===== src/rtl/right_shift_pipelined_stall.sv =====
// Pipelined right shifter with valid/ready flow control. Each stage resolves one
// radix-4 digit of the shift amount, most significant digit first.
module right_shift_pipelined_stall #(
  parameter int WIDTH  = 13,
  parameter int STAGES = ($clog2(WIDTH) + 1) / 2
) (
  input  logic                     clk,
  input  logic                     reset,
  input  logic [WIDTH-1:0]         i_in,
  input  logic [$clog2(WIDTH)-1:0] i_shift,
  input  logic                     i_arith,
  input  logic                     i_validIn,
  output logic                     o_readyIn,
  output logic [WIDTH-1:0]         o_out,
  output logic                     o_validOut,
  input  logic                     i_readyOut
);

  localparam int SPW = 2 * STAGES;

  // One stage: a 4:1 mux per bit choosing a shift of 0..3 units of 4^stage,
  // pulling the fill bit in above the MSB.
  function automatic logic [WIDTH-1:0] applyDigit(
    input logic [WIDTH-1:0] d,
    input logic [1:0]       digit,
    input logic             fill,
    input int               stage
  );
    logic [WIDTH-1:0]   cand [4];
    logic [2*WIDTH-1:0] ext;
    int                 unit;
    unit = 1 << (2 * stage);
    ext  = {{WIDTH{fill}}, d};
    for (int k = 0; k < 4; k++) begin
      if (k * unit >= WIDTH) cand[k] = {WIDTH{fill}};
      else                   cand[k] = WIDTH'(ext >> (k * unit));
    end
    return cand[digit];
  endfunction

  logic [WIDTH-1:0] r_data  [STAGES];
  logic [SPW-1:0]   r_shift [STAGES];
  logic [STAGES-1:0] r_fill;
  logic [STAGES-1:0] r_valid;

  logic [WIDTH-1:0] w_nextData [STAGES];
  logic [SPW-1:0]   w_shiftIn;
  logic             w_fillIn;
  logic             w_adv;
  logic             w_unusedTail;

  // Shift amount is zero-padded to a whole number of radix-4 digits.
  assign w_shiftIn = SPW'(i_shift);
  assign w_fillIn  = i_arith & i_in[WIDTH-1];
  assign w_adv     = ~r_valid[0] | i_readyOut;

  assign o_readyIn  = w_adv;
  assign o_out      = r_data[0];
  assign o_validOut = r_valid[0];

  // Stage 0's shift and fill entries have no downstream consumer.
  assign w_unusedTail = r_fill[0] ^ (^r_shift[0]);

  always_comb begin
    for (int s = 0; s < STAGES; s++) begin
      w_nextData[s] = '0;
    end
    w_nextData[STAGES-1] = applyDigit(i_in, w_shiftIn[2*(STAGES-1) +: 2],
                                      w_fillIn, STAGES - 1);
    for (int s = 0; s < STAGES - 1; s++) begin
      w_nextData[s] = applyDigit(r_data[s+1], r_shift[s+1][2*s +: 2],
                                 r_fill[s+1], s);
    end
  end

  // The whole pipeline moves together or holds together.
  always_ff @(posedge clk) begin
    if (reset) begin
      for (int s = 0; s < STAGES; s++) begin
        r_data[s]  <= '0;
        r_shift[s] <= '0;
      end
      r_fill  <= '0;
      r_valid <= '0;
    end else if (w_adv) begin
      r_data[STAGES-1]  <= w_nextData[STAGES-1];
      r_shift[STAGES-1] <= w_shiftIn;
      r_fill[STAGES-1]  <= w_fillIn;
      r_valid[STAGES-1] <= i_validIn;
      for (int s = 0; s < STAGES - 1; s++) begin
        r_data[s]  <= w_nextData[s];
        r_shift[s] <= r_shift[s+1];
        r_fill[s]  <= r_fill[s+1];
        r_valid[s] <= r_valid[s+1];
      end
    end
  end

endmodule


===== config.mk =====
export PLATFORM = sky130hd
export DESIGN_NAME = right_shift_pipelined_stall
export DESIGN_NICKNAME = d
export VERILOG_FILES = /design/src/rtl/right_shift_pipelined_stall.sv
export SDC_FILE = /design/constraint.sdc
export NUM_CORES = 1
export LEC_CHECK = 0
export BUFFER_PORTS_ARGS = -buffer_cell sky130_fd_sc_hd__buf_2
export CORE_MARGIN = 1.5
export CORE_UTILIZATION = 25
export DETAILED_ROUTE_END_ITERATION = 10
export PLACE_DENSITY_LB_ADDON = 0.15
export SYNTH_ARGS = -nofsm -noshare
export SYNTH_HDL_FRONTEND = slang
export SYNTH_SLANG_ARGS = --single-unit

===== constraint.sdc =====
create_clock -name clk -period 2.15 [get_ports clk]
set_clock_uncertainty 0.15 [all_clocks]
set_input_delay 0.3225 -clock clk [delete_from_list [all_inputs] [get_ports clk]]
set_output_delay 0.3225 -clock clk [all_outputs]
set_load 0.005 [all_outputs]

==> impl_results.md <==
* Outcome: complete, no violations
* Initial antenna violation count at 0
* Total grt overflow at 0
* Synth Warn # at 0
* Pwr dens at 719 mW/mm^2
* IO Count at 37
* P&R area growth vs syn at 16.2%
* Die Span X at 87.3 um
* CP arrival at 1810 ps
* Cells along the critical path: mux4_1 -> and2_1
* Sequential share of power at 50.0%
* CTS Hold Bufs at 0
* Actual slew at the worst max-slew pin at 903 ps
* FF+latch count, synth at 31
* Final slew viol count at 0
* Yosys top cell area share at a little under half
* CTS buffer count at 5
* Fillers at approximately 720
* DIE HEIGHT at approximately 87 um
* Main synth FF type: edfxtp_1
* P_int at 1.17 mW
* DPL Wire Length at 2330 um
* Switching power share of the total at roughly 21%
* Clk sinks at 31
* Avg Synthesized Cell Area at 13.7 um^2
* PortBufs at 36
* Ranking of synthesized cells by area: edfxtp_1, mux4_2, buf_4
* Final setup viols at 0
* Worst Path Max Fanout at 13
* HP Class: primary input to flip-flop
* Synth Net Count at 152
* Register area share after synthesis at just over 50%
* Synth Area in Compound Gates at 6.27%
* Clk_lat worst skew at 280 ps
* Fin crit share at 89.6%
* Final Net Count at roughly 180
* Routed len/inst at 12.2 um
* Clock power frac at about 37%
* Starting Density at 26.0%
* Buf/Inv on CP at 0
* Sw Pwr at between 0.3 and 0.4 mW
* Routed WL at 3080 um
* CTS tree: done
* Crit path largest cell delay at between 700 and 800 ps
* Largest net degree at the start of global routing at 29
* Hold Fails Final Rpt at 0
* RSZ-0062 raised after global routing: no
* Final Critical Period at 1930 ps
* Worst vdd ir at 0.000229 V
* Post-Synth Simple-Gate Area at between 10% and 20%
* Antenna diodes at 0
* Placer congestion estimate at 0.805
* Final WS setup at 223 ps
* CP required at 2040 ps
* Share of cells above drive strength 1 at 42.0%
* Post-Synth Adder-Cell Area at 0%
* Dpl ws at 209 ps
* Combinational share of power at 13.2%
* Vias post-DR at 1074
* Crit path max-delay family: flip-flops
* Synth Area in XOR/XNOR at 0%
* Clk buf depth at 2
* Rel. slew slack at 39.6%
* Nature of the critical path startpoint: flip-flop
* Root buffer cell: clkbuf_8
* Multiplexer share of the synthesized area at 22.8%
* Cell accounting for the most synthesized area: edfxtp_1
* Mapped cell area at between 0.0015 and 0.002 mm^2
* Row count at 30
* Post-route ant nets at 0
* Reported max-cap violation count at 0
* Post-synth top cells: edfxtp_1, and2_1, buf_4
* Htree depth at 2
* Cell leakage power at 0.840 nW
* DRC violations left at 0
* Most frequent cell after synthesis: edfxtp_1
* Core ar. at roughly 0.007 mm^2
* Vias per inst at 4.25
* Number of flops mapped to enable cells by yosys at 28
* CP Capture Type: flip-flop
* CTS resizes at 0
* Critical path's slowest cell: edfxtp_1
* Total track usage at 8.46%
* TritonRoute pass-1 iters at 3
* Kind of critical path: flip-flop to flip-flop
* Clock slew at reported path FFs at 60 ps
* Die area at 0.00762 mm^2
* F_max at 0.519 GHz
* Post-synth cell types at 26
* Syn Inst Count at 130
* Post-CTS Setup Inserts at 0
* First-pass GRT wire length at about 5000 um
* Vias in the first global route at 1060
* Largest family of logic cells by synthesized area: multiplexers
* Fin Setup TNS at 0 ps
* Initial detailed-routing violation count at 37
* Asr flop ratio synth at 0%
## routing by layer
metal  track usage, %  up-vias  part of all wire, %  wire length (um)
met5                0        -                    0                 0
met4             3.03        0                  1.7                51
met2             13.4       32                   46              1400
li1                 -      528                    -                 -
met1             11.3      509                   48              1470
met3             1.99        5                  4.9               152
## registers in the layout (all words and copies together), names as in the netlist
name,flops
r_data,26
r_shift,2
r_valid,2
r_fill,1
## worst register-to-register path, cell delays in order (launching register included)
cell,delay [ps]
edfxtp_1,740
mux4_1,630
and2_1,170
## power by group through the flow
| stage | clock, mW | combinational (mW) | sequential, mW |
|---|---|---|---|
| CTS | 0.560 | 0.198 | 0.743 |
| floorplan | 0 | 0.166 | 0.742 |
| global placement | 0 | 0.196 | 0.754 |
| finish | 0.546 | 0.195 | 0.742 |
| global route | 0.589 | 0.216 | 0.750 |
| detailed placement | 0 | 0.197 | 0.756 |
## area by class of cell
type	instances	area (um^2)	share of cell area (%)
well taps	96	120	5.82
repair buffers	38	195	9.45
inverters	1	3.75	0.182
multi-input cells	79	737	35.7
clock inverters	3	38.8	1.88
flip-flops and latches	31	901	43.6
clock buffers	5	68.8	3.33
## per-stage QoR
step / total power, mW / hold slack [ps] / cells / utilization, % / area [um^2]
after floorplan: 0.908 / 242 / 130 / - / 1780
after global placement: 0.950 / 290 / 245 / 28.6 / 1960
after detailed placement: 0.953 / 306 / 245 / 28.6 / 1960
after CTS: 1.50 / 122 / 253 / 30.2 / 2060
after global routing: 1.56 / 134 / 253 / 30.2 / 2060
final: 1.48 / 133 / 253 / 30.2 / 2060
## kinds of logic (layout without fill, tap and decap cells)
| family | Yosys count | count (layout) |
|---|---|---|
| multiplexers | 23 | 23 |
| buffers and inverters | 20 | 47 |
| AO/OA/AOI/OAI | 15 | 15 |
| AND/OR/NAND/NOR | 41 | 41 |
| flip-flops | 31 | 31 |
## worst paths after layout
| check | from | to | slack, ps | cells past startpoint |
|---|---|---|---|---|
| max | r_shift[1][0]$_SDFFCE_PN0P_ | r_data[0][2]$_SDFFCE_PN0P_ | 220 | 2 |
| min reg2reg | r_valid[1]$_SDFFE_PP0P_ | r_valid[1]$_SDFFE_PP0P_ | 310 | 2 |
| min | reset | r_fill[1]$_SDFFE_PP0P_ | 130 | 2 |
| max reg2reg | r_shift[1][0]$_SDFFCE_PN0P_ | r_data[0][2]$_SDFFCE_PN0P_ | 220 | 2 |
## cell usage in the layout, fill, tap and decap left out, drive strengths merged
| master | Yosys | final |
|---|---|---|
| a2111oi | 1 | 1 |
| a211oi | 1 | 1 |
| a21oi | 5 | 5 |
| and2 | 14 | 14 |
| buf | 18 | 38 |
| bufinv | 0 | 1 |
| clkbuf | 1 | 5 |
| clkinv | 0 | 2 |
| dfxtp | 3 | 3 |
| edfxtp | 28 | 28 |
| inv | 1 | 1 |
| mux2 | 8 | 8 |
| mux2i | 3 | 3 |
| mux4 | 12 | 12 |
| nand2 | 8 | 8 |
| nand2b | 2 | 2 |
| nand3 | 2 | 2 |
| nor2 | 8 | 8 |
| nor2b | 5 | 5 |
| nor3 | 1 | 1 |
| o21a | 4 | 4 |
| o21ai | 1 | 1 |
| o221a | 3 | 3 |
| or2 | 1 | 1 |
No activity file was read; power rests on OpenSTA's default activity.
